## src/rtl/glyph_pkg.sv

```systemverilog
// Shared constants for the glyph pixel renderer: glyph geometry, glyph codes
// and VGA coordinate width.
package glyph_pkg;

    localparam int unsigned GLYPH_W = 5;
    localparam int unsigned GLYPH_H = 5;
    localparam int unsigned COORD_W = 10;

    typedef enum logic [3:0] {
        G_PLUS  = 4'd10,
        G_MINUS = 4'd11,
        G_MULT  = 4'd12,
        G_DIV   = 4'd13,
        G_BLANK = 4'd15
    } glyph_code_e;

endpackage

```

## src/rtl/glyph_pixel_renderer_sync_delay2.sv

```systemverilog
// Two-stage delay for {hsync, vsync, video_on}; the visible flag is tapped
// after stage 1, the syncs leave after stage 2 to line up with the pixels.
module sync_delay2 (
    input  logic       clk,
    input  logic       rst_n,
    input  logic [2:0] sync_in,
    output logic       video_on_d1,
    output logic       hsync_out,
    output logic       vsync_out
);

    logic [2:0] stage1;
    logic [1:0] stage2;

    // video_on has no consumer after stage 1, so stage 2 holds only the syncs
    always_ff @(posedge clk) begin
        if (!rst_n) begin
            stage1 <= 3'b110;
            stage2 <= 2'b11;
        end else begin
            stage1 <= sync_in;
            stage2 <= stage1[2:1];
        end
    end

    assign video_on_d1 = stage1[0];
    assign hsync_out   = stage2[1];
    assign vsync_out   = stage2[0];

endmodule

```

## src/rtl/glyph_pixel_renderer.sv

```systemverilog
// Two-stage 5x5 glyph-to-VGA pixel renderer with a per-frame glyph latch.
// Optional blink (64-frame period) is enabled by defining GLYPH_BLINK_EN.
module glyph_pixel_renderer
    import glyph_pkg::*;
#(
    parameter logic [COORD_W-1:0] X0         = 10'd304,
    parameter logic [COORD_W-1:0] Y0         = 10'd224,
    parameter int unsigned        SCALE_LOG2 = 3,
    parameter logic [7:0]         FG_RGB     = 8'hFF,
    parameter logic [7:0]         BG_RGB     = 8'h00
) (
    input  logic               clk,
    input  logic               rst_n,
    input  logic [COORD_W-1:0] pixel_x,
    input  logic [COORD_W-1:0] pixel_y,
    input  logic               video_on,
    input  logic               hsync_in,
    input  logic               vsync_in,
    input  logic [3:0]         glyph_sel,
    output logic [3:0]         glyph_idx,
    output logic [2:0]         row_idx,
    input  logic [4:0]         rom_code,
    output logic               pixel_on,
    output logic [7:0]         rgb,
    output logic               hsync_out,
    output logic               vsync_out
);

    localparam logic [COORD_W:0] BOX_W = COORD_W'(GLYPH_W << SCALE_LOG2);
    localparam logic [COORD_W:0] BOX_H = COORD_W'(GLYPH_H << SCALE_LOG2);

    logic [COORD_W:0] px_w, py_w, x_lo, y_lo, dx, dy;
    logic             in_box;
    logic [2:0]       col_d1;
    logic             in_box_d1;
    logic             video_on_d1;
    logic             vsync_prev;
    logic             vsync_fall;
    logic             col_bit;
    logic             blink_off;
    logic             pixel_on_next;

    // 11-bit compare so the box edges never wrap near the screen limits
    assign px_w   = {1'b0, pixel_x};
    assign py_w   = {1'b0, pixel_y};
    assign x_lo   = {1'b0, X0};
    assign y_lo   = {1'b0, Y0};
    assign dx     = px_w - x_lo;
    assign dy     = py_w - y_lo;
    assign in_box = (px_w >= x_lo) && (px_w < x_lo + BOX_W) &&
                    (py_w >= y_lo) && (py_w < y_lo + BOX_H);

    always_ff @(posedge clk) begin
        if (!rst_n) begin
            row_idx   <= '0;
            col_d1    <= '0;
            in_box_d1 <= 1'b0;
        end else begin
            row_idx   <= in_box ? 3'(dy >> SCALE_LOG2) : '0;
            col_d1    <= 3'(dx >> SCALE_LOG2);
            in_box_d1 <= in_box;
        end
    end

    sync_delay2 u_sync_delay2 (
        .clk         (clk),
        .rst_n       (rst_n),
        .sync_in     ({hsync_in, vsync_in, video_on}),
        .video_on_d1 (video_on_d1),
        .hsync_out   (hsync_out),
        .vsync_out   (vsync_out)
    );

    assign vsync_fall = vsync_prev & ~vsync_in;

    always_ff @(posedge clk) begin
        if (!rst_n) begin
            vsync_prev <= 1'b1;
            glyph_idx  <= '0;
        end else begin
            vsync_prev <= vsync_in;
            if (vsync_fall)
                glyph_idx <= glyph_sel;
        end
    end

`ifdef GLYPH_BLINK_EN
    logic [5:0] blink_cnt;

    always_ff @(posedge clk) begin
        if (!rst_n)
            blink_cnt <= '0;
        else if (vsync_fall)
            blink_cnt <= blink_cnt + 6'd1;
    end

    assign blink_off = blink_cnt[5];
`else
    assign blink_off = 1'b0;
`endif

    // Bit 4 is the leftmost column; columns past the glyph read as off
    always_comb begin
        col_bit = 1'b0;
        case (col_d1)
            3'd0:    col_bit = rom_code[4];
            3'd1:    col_bit = rom_code[3];
            3'd2:    col_bit = rom_code[2];
            3'd3:    col_bit = rom_code[1];
            3'd4:    col_bit = rom_code[0];
            default: col_bit = 1'b0;
        endcase
    end

    assign pixel_on_next = in_box_d1 & video_on_d1 & col_bit & ~blink_off;

    always_ff @(posedge clk) begin
        if (!rst_n) begin
            pixel_on <= 1'b0;
            rgb      <= BG_RGB;
        end else begin
            pixel_on <= pixel_on_next;
            rgb      <= pixel_on_next ? FG_RGB : (video_on_d1 ? BG_RGB : 8'h00);
        end
    end

endmodule
```

## config.mk

```make
export PLATFORM = sky130hd
export DESIGN_NAME = glyph_pixel_renderer
export DESIGN_NICKNAME = d
export VERILOG_FILES = /design/src/rtl/glyph_pkg.sv /design/src/rtl/glyph_pixel_renderer_sync_delay2.sv /design/src/rtl/glyph_pixel_renderer.sv
export SDC_FILE = /design/constraint.sdc
export NUM_CORES = 1
export LEC_CHECK = 0
export BUFFER_PORTS_ARGS = -buffer_cell sky130_fd_sc_hd__clkbuf_2
export CAP_MARGIN = 0
export CELL_PAD_IN_SITES_DETAIL_PLACEMENT = 0
export CELL_PAD_IN_SITES_GLOBAL_PLACEMENT = 2
export CORE_MARGIN = 2
export CORE_UTILIZATION = 20
export CTS_BUF_LIST = sky130_fd_sc_hd__clkbuf_4 sky130_fd_sc_hd__clkbuf_8
export DETAILED_ROUTE_END_ITERATION = 7
export PLACE_DENSITY_LB_ADDON = 0.1
export SETUP_SLACK_MARGIN = 0.1
export SLEW_MARGIN = 20
export SYNTH_ARGS = -nofsm -noshare
export SYNTH_HDL_FRONTEND = slang
export SYNTH_SLANG_ARGS = --single-unit
```

## constraint.sdc

```tcl
create_clock -name clk -period 1.33 [get_ports clk]
set_clock_uncertainty 0.15 [all_clocks]
set_input_delay 0.0665 -clock clk [delete_from_list [all_inputs] [get_ports clk]]
set_output_delay 0.0665 -clock clk [all_outputs]
set_load 0.01 [all_outputs]
```

Word level (Yosys, flattened, before mapping)

Cells that the tools add are included.

Register bits after elaboration: 26
Output and inout port bits: 18
Bits of input ports: 34
Word-level logic and storage cells: 30

Reduce and logical (&&, ||, !) cells: 5
Bitwise gates (word level): 4
$lt $le $gt $ge: 4
Eq/ne operators: 4
Mux-type cells: 2
$add $sub $neg: 2

Operators by type and width:

| cell                  | count |
|---|---|
| $lt A10 B9 Y1 const B | 2 |
| $sub A6 B6 Y6 const B | 2 |
| $ge A10 B8 Y1 const B | 1 |
| $ge A10 B9 Y1 const B | 1 |
| $mux W8               | 1 |
| $eq A3 B2 Y1 const B  | 2 |
| $pmux W1 S5           | 1 |
| $and A1 B1 Y1         | 3 |
| $eq A3 B1 Y1 const B  | 1 |
| $eq A3 B3 Y1 const B  | 1 |
| $logic_and A1 B1 Y1   | 3 |
| $logic_not A3 Y1      | 1 |
| $reduce_and A2 Y1     | 1 |
| $not A1 Y1            | 1 |

Depth between registers and ports, before layout

Depth after elaboration: 5
Mapped depth: 5
Mapped depth without buffers: 5

Modules after synthesis

Synthesis repeated with hierarchy kept, for this count alone.

Cell total of the unflattened synthesis: 70
Area total of the unflattened synthesis: 733.2 µm²

By module, submodules not included:

| module               | instances | cells an instance | area each (µm²) | sequential area each (µm²) |
|---|---|---|---|---|
| glyph_pixel_renderer | 1         | 60                | 601.8           | 260.2 |
| sync_delay2          | 1         | 10                | 131.4           | 100.1 |

Least setup slack after synthesis

Ideal clock, no wire load.

Path type: input port to flip-flop
Start point: input pixel_x[9]
End point: register row_idx[0]
Setup time: 0.060 ns
Slack: 0.018 ns
Data required time: 1.120 ns
Path buffers: 0
Data arrival time: 1.102 ns
Stages on the path: 3
Path through: or4b_1 > a211o_1 > and4bb_2

Word-level cells in the longest chain between the ends: 5
Elaborated cells between the ends (all ways): 6
Classes of those cells: 2 x order compare; 4 x reduce/logical

Ends and longest elaborated chain:

| element                                        | line                       | text |
|---|---|---|
| from (decl)                                    | glyph_pixel_renderer.sv:14 | `input logic [COORD_W-1:0] pixel_x,` |
| $ge A10 B9 Y1 or $lt A10 B9 Y1 (tied branches) | glyph_pixel_renderer.sv:50 | `assign in_box = (px_w >= x_lo) && (px_w < x_lo + BOX_W) &&` |
| $logic_and A1 B1 Y1 (*) (2 in series)          | glyph_pixel_renderer.sv:50 |  |
| $logic_and A1 B1 Y1 (*)                        | glyph_pixel_renderer.sv:51 | `(py_w >= y_lo) && (py_w < y_lo + BOX_H);` |
| $reduce_and A2 Y1 (no line) (*)                | -                          |  |
| to (signal assigned)                           | glyph_pixel_renderer.sv:59 | `row_idx <= in_box ? 3'(dy >> SCALE_LOG2) : '0;` |
| to (decl)                                      | glyph_pixel_renderer.sv:21 | `output logic [2:0] row_idx,` |

Mark *: on every way between the ends. The rest lies on a longest branch, timed or not.
A chain may end at the register's enable or synchronous reset.

Worst setup path after layout

Start point: input pixel_y[6]
End point: register row_idx[0]

Word-level cells in the longest chain between the ends: 4
Elaborated cells between the ends (all ways): 5
Classes of those cells: 2 x order compare; 3 x reduce/logical

Ends and longest elaborated chain:

| element                         | line                       | text |
|---|---|---|
| from (decl)                     | glyph_pixel_renderer.sv:15 | `input logic [COORD_W-1:0] pixel_y,` |
| $ge A10 B8 Y1                   | glyph_pixel_renderer.sv:51 |  |
| $logic_and A1 B1 Y1             | glyph_pixel_renderer.sv:50 |  |
| $logic_and A1 B1 Y1 (*)         | glyph_pixel_renderer.sv:51 |  |
| $reduce_and A2 Y1 (no line) (*) | -                          |  |

Marks and branches as above.

==> summary.log <==
INFO  status         outcome=complete, but fails checks
INFO  status         violated_checks=hold timing
INFO  clock_tree     numClockSinks=17
INFO  timing         max-slew-margin-rel=0.807
INFO  global_route   met3_usage=0.0393
INFO  pwr            power.ir.vdd_worst=443µV
INFO  synth          synth.top_cell.area_share=0.484
INFO  critical_path  timing.critical_path.from_type=input pin
INFO  global_route   total_routing_usage_gr=0.0800
INFO  floorplanning  initial_util=0.209
INFO  cells_and_area final_layout_size_suffix_gt1_frac=0.437
INFO  synth          synth.yosys.seq_area_share=0.484
INFO  critical_path  crit_type=in -> reg
INFO  timing         postLayoutSetupSlackWorst=0.131ns
INFO  timing         timing.final.max_slew_violations=0
INFO  cells_and_area n_fill_cell=380
INFO  timing         rsz_0062_raised_after_global_routing=no
INFO  synth          post_synth_top_flop=dfxtp_1
INFO  place          detailedPlace.worstSlack=-0.100ns
INFO  pwr            p_per_area=871nW/µm²
INFO  cells_and_area sequential_cell_area=340µm²
INFO  pwr            power.leakage=0.544nW
INFO  critical_path  worstPathRequired=1.37ns
INFO  global_route   grt-busiest-layer=met2
INFO  pwr            sw_frac_of_total=0.221
INFO  synth          yosys.cell_count.top_type=dfxtp_1
INFO  critical_path  cp_data_arrival_time=1.24ns
INFO  floorplanning  die_w=63.3µm
INFO  timing         post-route-period-util=0.902
INFO  place          place.port_buffers=45
INFO  floorplanning  site_row_count=21
INFO  pwr            share_clk_of_total_power=0.291
INFO  global_route   number_of_antenna_violations_at_the_first_check_in_global_routing=0
INFO  timing         hold_violations=1
INFO  pwr            comb_power_share=0.166
INFO  critical_path  crit_path_max_fanout=4
INFO  clock_tree     cts_resized=0
INFO  drt            wl_per_cell=9.05µm
INFO  clock_tree     cts_root_buffer=clkbuf_4
INFO  drt            antenna_violating_nets_post_route=0
INFO  timing         setup_violations=0
INFO  global_route   grt_start_max_net_pins=14
INFO  timing         worst-slew-pin-transition=0.286ns
INFO  synth          synth.lib_cells_used.distinct=21
INFO  drt            via_to_cell_ratio=3.79
INFO  clock_tree     cts_hold_buf=17
INFO  synth          avgSynthCellArea=10.5µm²
INFO  place          routabilityCongestion=0.621
INFO  synth          synth.top_cells.by_count=dfxtp_1, buf_4, nor2b_1
INFO  cells_and_area multiInputGateArea=292µm²
INFO  floorplanning  boundaryPins=52
INFO  synth          syn-num-nets=103
INFO  global_route   grt_pass1_vias=582
INFO  drt            drt_pre_antenna_iters=2
INFO  clock_tree     clkTransAtPathRegs=0.10ns
INFO  clock_tree     cts-root-to-sink-buffers=2
INFO  pwr            power.sequential.fraction=0.544
INFO  floorplanning  fp.dieH=63.3µm
INFO  synth          post_synth_inst_count=67
INFO  cells_and_area antenna-diode-count=0
INFO  drt            final_routed_wirelength_across_all_metal_layers=1.56mm
INFO  place          dp_hpwl=1.16mm
INFO  min_path       worst_hold_path_type=in -> reg
INFO  floorplanning  core-area=3360µm²
INFO  clock_tree     numCtsBuffers=3
INFO  clock_tree     cts.htree.levels=1
INFO  synth          post_synth_instance_area=703µm²
INFO  synth          ys_top_cells_by_area=dfxtp_1, mux2i_1, buf_4
INFO  synth          post-synth-top-area-cell=dfxtp_1
INFO  critical_path  timing.critical_path.to_type=flip-flop
INFO  global_route   wire_length_of_the_first_global_routing_pass=2.48mm
INFO  cells_and_area area.growth.synth_to_final=61.9%
INFO  cells_and_area layout.core_utilization=0.339
INFO  synth          number_of_enable_type_register_cells_in_the_synthesized_netlist=0
INFO  synth          yosys_register_bits=17
INFO  synth          synth-async-reset-ratio=0
INFO  global_route   grt_use_met2=0.120
INFO  clock_tree     tritoncts=yes
INFO  drt            initialDrtViolationCount=9
INFO  synth          synth_warnings=0
INFO  pwr            internal-power=772µW
INFO  clock_tree     clk_latency=0.28ns
INFO  pwr            netSwitchingPower=219µW
INFO  drt            routed_vias=652
INFO  run            max_cap_viol_count=0
INFO  drt            drt_drc_violations_left=0
INFO  timing         hold_slack=-0.0229ns
INFO  global_route   grt_use_met1=0.101
INFO  cells_and_area nets=163
INFO  timing         period_minus_slack=1.20ns
INFO  floorplanning  fp.dieArea=4010µm²
INFO  timing         maxClockFrequency=834MHz
INFO  global_route   grt_overflow_total=0
## sequential cells by signal, summed over array words and instances, names as in the netlist
register / cells
glyph_idx: 4
row_idx: 3
col_d1: 3
in_box_d1: 1
rgb: 1
u_sync_delay2.stage1: 3
u_sync_delay2.stage2: 2
## placed cells by master, fill, tap and decap left out, types with 4 or more instances in the layout
master,netlist,final
nor2b_1,7,7
buf_4,8,4
dfxtp_1,17,17
clkbuf_2,0,45
clkbuf_4,0,4
nand2b_1,5,5
mux2i_1,6,6
dlygate4sd3_1,0,16
## per-layer routing
metal,vias to the layer above,part of all wire
li1,338,-
met1,283,0.47
met2,29,0.44
met3,2,0.082
met4,0,0.0083
met5,-,0
## cell families after synthesis
kind of cell / synth area share
adders and majority gates: 0.0356
and+or+nand+nor: 0.228
DFF: 0.484
buffers and inverters: 0.101
muxes: 0.0854
AOI/OAI and AO/OA: 0.0658
## cell type report
type                            count  share of cell area
Clock buffer                        4              0.0264
Inverter                            1             0.00330
Multi-Input combinational cell     39               0.256
Sequential cell                    17               0.299
Tap cell                           46              0.0505
Timing Repair Buffer               65               0.365
## per-stage QoR
step                power, mW  cells  TNS (ns)  area (µm²)
finish                  0.991    172         0        1140
CTS                      1.02    173         0        1150
floorplan               0.606     67         0         703
global route             1.06    172         0        1140
global placement        0.678    152    -0.302         948
detailed placement      0.679    152    -0.272         948
## power by group through the flow
stage | registers [mW] | clock network, mW | logic [mW]
2_1_floorplan | 0.555 | 0 | 0.0512
3_3_place_gp | 0.551 | 0 | 0.127
3_5_place_dp | 0.551 | 0 | 0.128
4_1_cts | 0.539 | 0.312 | 0.169
5_1_grt | 0.542 | 0.331 | 0.184
6_report | 0.539 | 0.288 | 0.164
## critical path, cell delays in order
cell	delay, ns
dlygate4sd3_1	0.53
clkbuf_2	0.11
a21oi_1	0.25
and4bb_2	0.27
## worst paths after layout
| path | from | endpoint | slack [ns] | depth (start not counted) |
|---|---|---|---|---|
| min | pixel_x[6] | row_idx[2] | -0.02 | 3 |
| min reg2reg | u_sync_delay2.stage1[2] | u_sync_delay2.stage2[1] | 0.27 | 1 |
| max | pixel_y[6] | row_idx[0] | 0.13 | 4 |
| max reg2reg | u_sync_delay2.stage1[1] | glyph_idx[1] | 0.23 | 4 |
## repair_timing
action	in CTS	in global routing
endpoints found under the hold margin	17	1
setup endpoints to repair	0	2
setup buffers	0	0
(Power assumes the default switching activity.)
